$ cat config.mk
export PLATFORM = sky130hd
export DESIGN_NAME = rv_dm_uart_tx
export DESIGN_NICKNAME = d
export VERILOG_FILES = /design/src/rtl/rv_dm_uart_tx.sv
export SDC_FILE = /design/constraint.sdc
export NUM_CORES = 1
export LEC_CHECK = 0
export ABC_CLOCK_PERIOD_IN_PS = 2560
export CORE_ASPECT_RATIO = 0.5
export CORE_UTILIZATION = 48
export CTS_CLUSTER_SIZE = 24
export DETAILED_ROUTE_END_ITERATION = 10
export GPL_TIMING_DRIVEN = 0
export PLACE_DENSITY = 0.76
export SYNTH_ARGS = -nofsm -noshare
export SYNTH_HDL_FRONTEND = slang
export SYNTH_SLANG_ARGS = --single-unit
$ cat constraint.sdc
create_clock -name clk_i -period 2.56 [get_ports clk_i]
set_clock_uncertainty 0.1 [all_clocks]
set_input_delay 0.256 -clock clk_i [delete_from_list [all_inputs] [get_ports clk_i]]
set_output_delay 0.256 -clock clk_i [all_outputs]
set_load 0.05 [all_outputs]
$ cat src/rtl/rv_dm_uart_tx.sv
// rv_dm_uart_tx -- memory-mapped 8N1 console transmitter on the rv_cpu
// data-memory port.
//
// Register window (BASE_ADDR, 16 bytes, word offsets):
//   0x0 TXDATA  W   store with select[0]=1 pushes data[7:0] into the TX FIFO
//   0x4 STATUS  R   {16'h0, level[7:0], 5'h0, empty, full, busy}
//   0x8 CTRL    RW  {15'h0, irq_en, div[15:0]}, bytes 0..2 gated by selects
//   0xC         reserved (reads 0, writes acknowledged and ignored)
//
// Ports:
//   clk_i, rst_i          clock, asynchronous active-high reset
//   dm_addr_i             CPU data address; dm_addr_i[31:4] selects the window
//   dm_data_s_i           store data
//   dm_data_select_i      byte enables
//   dm_store_i/dm_load_i  requests, held until acknowledged
//   dm_data_l_o           load data, valid while dm_load_done_o
//   dm_store_done_o       one-cycle store acknowledge
//   dm_load_done_o        one-cycle load acknowledge
//   txd_o                 serial output, idle high
//   irq_o                 level interrupt: irq_en & FIFO empty & transmitter idle
module rv_dm_uart_tx #(
    parameter logic [31:0] BASE_ADDR   = 32'h0010_0000,
    parameter int          FIFO_DEPTH  = 8,
    parameter logic [15:0] DEFAULT_DIV = 16'd867
) (
    input  logic        clk_i,
    input  logic        rst_i,
    input  logic [31:0] dm_addr_i,
    input  logic [31:0] dm_data_s_i,
    input  logic [3:0]  dm_data_select_i,
    input  logic        dm_store_i,
    input  logic        dm_load_i,
    output logic [31:0] dm_data_l_o,
    output logic        dm_store_done_o,
    output logic        dm_load_done_o,
    output logic        txd_o,
    output logic        irq_o
);
    localparam int          PW       = $clog2(FIFO_DEPTH);
    localparam logic [PW:0] LVL_FULL = (PW+1)'(FIFO_DEPTH);
    localparam logic [PW:0] LVL_ONE  = (PW+1)'(1);
    localparam logic [PW-1:0] PTR_ONE = PW'(1);

    typedef enum logic [1:0] {S_IDLE, S_START, S_DATA, S_STOP} state_e;

    state_e          state_q, state_d;
    logic [7:0]      fifo_mem [FIFO_DEPTH];
    logic [PW-1:0]   wr_ptr_q, rd_ptr_q;
    logic [PW:0]     level_q;
    logic [15:0]     div_q;
    logic            irq_en_q;
    logic [15:0]     timer_q;
    logic [2:0]      bit_cnt_q;
    logic [7:0]      shreg_q;
    logic [1:0]      rd_off_q;

    logic            hit, full, empty, busy;
    logic            st_acc, ld_acc, push, pop, tdone, txd_d, irq_d;
    logic [1:0]      off;
    logic [7:0]      lvl8;
    logic            unused_bits;

    assign unused_bits = ^{dm_addr_i[1:0], dm_data_s_i[31:24], dm_data_select_i[3]};

    assign hit   = (dm_addr_i[31:4] == BASE_ADDR[31:4]);
    assign off   = dm_addr_i[3:2];
    assign full  = (level_q == LVL_FULL);
    assign empty = (level_q == '0);
    assign busy  = (state_q != S_IDLE);
    assign lvl8  = 8'(level_q);
    assign tdone = (timer_q == 16'd0);

    // A push-bearing TXDATA store stalls on the registered full flag, so a
    // pop in the same cycle never lets the push through. Gating on the
    // pending acknowledge keeps a held request from being taken twice.
    assign st_acc = dm_store_i & hit & ~dm_store_done_o &
                    ~((off == 2'd0) & dm_data_select_i[0] & full);
    // Store wins a simultaneous request; the load is taken next cycle.
    assign ld_acc = dm_load_i & hit & ~dm_load_done_o & ~st_acc;
    assign push   = st_acc & (off == 2'd0) & dm_data_select_i[0];

    // ---------------- bus side ----------------
    always_ff @(posedge clk_i or posedge rst_i) begin
        if (rst_i) begin
            dm_store_done_o <= 1'b0;
            dm_load_done_o  <= 1'b0;
            rd_off_q        <= 2'd0;
            div_q           <= DEFAULT_DIV;
            irq_en_q        <= 1'b0;
        end else begin
            dm_store_done_o <= st_acc;
            dm_load_done_o  <= ld_acc;
            if (ld_acc) rd_off_q <= off;
            if (st_acc && off == 2'd2) begin
                if (dm_data_select_i[0]) div_q[7:0]  <= dm_data_s_i[7:0];
                if (dm_data_select_i[1]) div_q[15:8] <= dm_data_s_i[15:8];
                if (dm_data_select_i[2]) irq_en_q    <= dm_data_s_i[16];
            end
        end
    end

    // Read mux is driven from live state so STATUS reflects the sampling edge.
    always_comb begin
        dm_data_l_o = 32'h0;
        if (dm_load_done_o) begin
            case (rd_off_q)
                2'd1:    dm_data_l_o = {16'h0, lvl8, 5'h0, empty, full, busy};
                2'd2:    dm_data_l_o = {15'h0, irq_en_q, div_q};
                default: dm_data_l_o = 32'h0;
            endcase
        end
    end

    // ---------------- FIFO ----------------
    always_ff @(posedge clk_i) begin
        if (push) fifo_mem[wr_ptr_q] <= dm_data_s_i[7:0];
    end

    always_ff @(posedge clk_i or posedge rst_i) begin
        if (rst_i) begin
            wr_ptr_q <= '0;
            rd_ptr_q <= '0;
            level_q  <= '0;
        end else begin
            if (push) wr_ptr_q <= wr_ptr_q + PTR_ONE;
            if (pop)  rd_ptr_q <= rd_ptr_q + PTR_ONE;
            case ({push, pop})
                2'b10:   level_q <= level_q + LVL_ONE;
                2'b01:   level_q <= level_q - LVL_ONE;
                default: level_q <= level_q;
            endcase
        end
    end

    // ---------------- transmit FSM ----------------
    always_ff @(posedge clk_i or posedge rst_i) begin
        if (rst_i) state_q <= S_IDLE;
        else       state_q <= state_d;
    end

    always_comb begin
        state_d = state_q;
        case (state_q)
            S_IDLE:  if (!empty) state_d = S_START;
            S_START: if (tdone) state_d = S_DATA;
            S_DATA:  if (tdone && bit_cnt_q == 3'd7) state_d = S_STOP;
            S_STOP:  if (tdone) state_d = S_IDLE;
            default: state_d = S_IDLE;
        endcase
    end

    always_comb begin
        pop   = (state_q == S_IDLE) & ~empty;
        irq_d = irq_en_q & empty & (state_q == S_IDLE);
        case (state_q)
            S_START: txd_d = 1'b0;
            S_DATA:  txd_d = shreg_q[0];
            default: txd_d = 1'b1;
        endcase
    end

    // Bit timer counts DIV..0 and is reloaded from div_q at each bit
    // boundary, so a CTRL write only affects the following bit.
    always_ff @(posedge clk_i or posedge rst_i) begin
        if (rst_i) begin
            timer_q   <= 16'd0;
            bit_cnt_q <= 3'd0;
            shreg_q   <= 8'd0;
        end else if (pop) begin
            shreg_q   <= fifo_mem[rd_ptr_q];
            timer_q   <= div_q;
            bit_cnt_q <= 3'd0;
        end else if (state_q != S_IDLE) begin
            if (tdone) begin
                timer_q <= div_q;
                if (state_q == S_DATA) begin
                    shreg_q   <= {1'b0, shreg_q[7:1]};
                    bit_cnt_q <= bit_cnt_q + 3'd1;
                end
            end else begin
                timer_q <= timer_q - 16'd1;
            end
        end
    end

    // Registered line and interrupt; reset forces the line idle at once.
    always_ff @(posedge clk_i or posedge rst_i) begin
        if (rst_i) begin
            txd_o <= 1'b1;
            irq_o <= 1'b0;
        end else begin
            txd_o <= txd_d;
            irq_o <= irq_d;
        end
    end
endmodule

==> results.ini <==
[status]
status = finished clean

[die]
die_h_um = 80.8
fp.dieW_um = 159
design.core.area_mm2 = 0.0119
io_pins = 108
num_rows = 28
die_area_mm2 = 0.0129
initial_utilization = 0.498

[setup_path]
crit_end = fifo_mem[5][0]
cp-end-kind = register
r2r_slack_ns = 0.04
crit_start = dm_addr_i[11]
crit_type = in -> reg
regToRegEndpoint = fifo_mem[5][0]
crit_fanout = 9
worst-endpoint-arrival_ns = 2.49
worstSetupStartpointType = input pin
r2r-start = level_q[1]
reg2regPathDepth = 6
critical_path_required_ns = 2.50

[cts]
cts.sinks = 126
cts.clk_slew.worst_paths_ns = 0.06
cts_tree = built
cts_buffers = 17
clock_latency_ns = 0.42
clockRootBuffer = clkbuf_16
hold_buffers = 0
htreeDepth = 4
cts_buffer_depth = 2

[timing]
hold-worst-slack_ns = 0.0887
worst_pin_slew_ns = 0.810
max_freq_ghz = 0.393
relSlewSlack = 0.458
fin_crit_sh = 0.993
setup_ws_ns = 0.0179
slew_viol_final = 0
setup_violations = 0
final_hold_viol_count = 0
rsz0062_at_grt = yes
fin_crit_ns = 2.54
finalSetupTns_ns = 0

[power]
power.total_mw = 5.04
p_int_mw = 3.88
power_density_mw_per_mm2 = 653
power.switching_mw = 1.16
power_frac_seq = 0.439
vdd_drop_max_v = 0.000368
netSwitchingFraction = 0.230
power_frac_comb = 0.064
p_leak_nw = 3.19
power_frac_clock = 0.497

[synth]
ys_types = 58
ys_seq_area_frac = 0.585
yosysWarnings = 0
avgSynthCellArea_um2 = 13.3
syn_area_mm2 = 0.00595
synthTopCellsByCount = edfxtp_1, dfrtp_1, nor2_1
synth-edff-count = 64
ys.flop_type = edfxtp_1
synth_top_area_frac = 0.323
yosysMostFrequentCell = edfxtp_1
ys_ff_latch = 126
synth_area_leaders = edfxtp_1, dfrtp_1, mux4_2
synthArstFlopShare = 0.492
synth_top_cell_by_area = edfxtp_1
netlist_instances = 447

[drt]
vias_per_cell = 5.70
vias = 4198
dr.pass1.iters = 5
routedWlPerCell_um = 18.8
totalWireLength_um = 13800
remaining_drc_errors = 0
antenna_left = 0
drt-initial-drc-count = 286

[job]
maxCapViolCount = 0

[placed_design]
placedCellCount = 701
placed_area_mm2 = 0.00698
dp_hpwl_um = 9270
gp_congestion = 0.922
numPortBuffers = 74
dp_worst_setup_slack_ns = -0.979

[final_layout]
area_growth_pct = 29.7
final_core_util = 0.647
design_area_mm2 = 0.00772
layout-drive-gt1-share = 0.264
nets = 645
fillers = 866
stdcell_count = 736
antenna_cells = 0

[global_route]
grt_max_degree = 42
grt.overflow.total = 0
grt_usage = 0.229
grt_pass1_vias = 4008
antenna_found_initial = 1
grt_pass1_wl_um = 22000

[min_path]
hold_path.class = in -> async

[timing repair]
item,CTS,global route
hold endpoints to repair,0,0
gates resized for setup,59,12
setup endpoints to repair,84,57
pin swaps,3,2
buffers inserted,3,1
[sequential cells by signal, indices dropped and copies added, names as in the netlist]
register         cells
fifo_mem            64
div_q               16
timer_q             16
shreg_q              8
level_q              4
bit_cnt_q            3
rd_ptr_q             3
wr_ptr_q             3
rd_off_q             2
state_q              2
dm_load_done_o       1
dm_store_done_o      1
irq_en_q             1
irq_o                1
txd_o                1
[critical path, stage by stage]
cell and delay (ns):
clkdlybuf4s50_1 0.40, nor4_1 0.33, nand4_1 0.22, nor2_4 0.17, buf_4 0.18, nand4_1 0.22, nor2_1 0.71
[kinds of logic after synthesis]
group / share of synthesized area
other: 0.000630
adders and majority gates: 0.0315
xor gates and xnor gates: 0.0132
AOI/OAI and AO/OA: 0.0883
buffers and inverters: 0.0469
and+or+nand+nor: 0.127
DFF: 0.585
muxes: 0.107
[metal layers]
layer,track usage,wire [um],up-vias
met5,0,13,-
met3,0.0485,733,18
met1,0.328,6530,2127
met4,0.0923,178,2
li1,-,-,1917
met2,0.345,6370,134
[worst min-delay path by stage]
stage | from | endpoint | cells past startpoint
floorplan | dm_data_s_i[0] | fifo_mem[0][0] | 0
global placement | bit_cnt_q[1] | bit_cnt_q[1] | 2
detailed placement | bit_cnt_q[1] | bit_cnt_q[1] | 2
CTS | rst_i | timer_q[13] | 2
global route | rst_i | timer_q[13] | 2
finish | rst_i | timer_q[13] | 2
[power groups by stage]
stage	Sequential [mW]	Combinational, mW	Clock, mW
after global placement	2.25	0.305	0
after floorplan	2.24	0.182	0
final	2.21	0.322	2.51
after global routing	2.22	0.346	2.61
after detailed placement	2.25	0.316	0
after CTS	2.21	0.321	2.52
[area by class of cell]
class                      count  area (um2)  area share
timing repair buffer          79         796       0.103
clock buffer                  18         429      0.0556
sequential                   126        3480       0.451
multi-input combinational    281        2340       0.302
buffer                        35         220      0.0285
tap                          165         206      0.0267
clock inverter                14         183      0.0237
inverter                      18        70.1     0.00907
[cell usage in the layout (no fill, tap or decap), types with 4 or more instances in the layout]
cell type,n
a21oi_1,9
a221o_1,8
a22o_1,7
a22oi_1,10
a31oi_1,6
and3_1,16
buf_2,8
buf_4,23
clkbuf_1,6
clkbuf_16,17
clkdlybuf4s15_2,11
clkdlybuf4s50_1,57
clkinv_4,4
conb_1,15
dfrtp_1,54
dfstp_2,7
edfxtp_1,64
ha_1,14
inv_1,15
mux2_2,23
mux4_2,16
nand2_1,21
nand3_1,12
nand4_1,6
nor2_1,21
nor3_1,10
nor4_1,7
o21ai_0,12
xnor2_1,4
xor2_1,5
(Power assumes the default switching activity.)
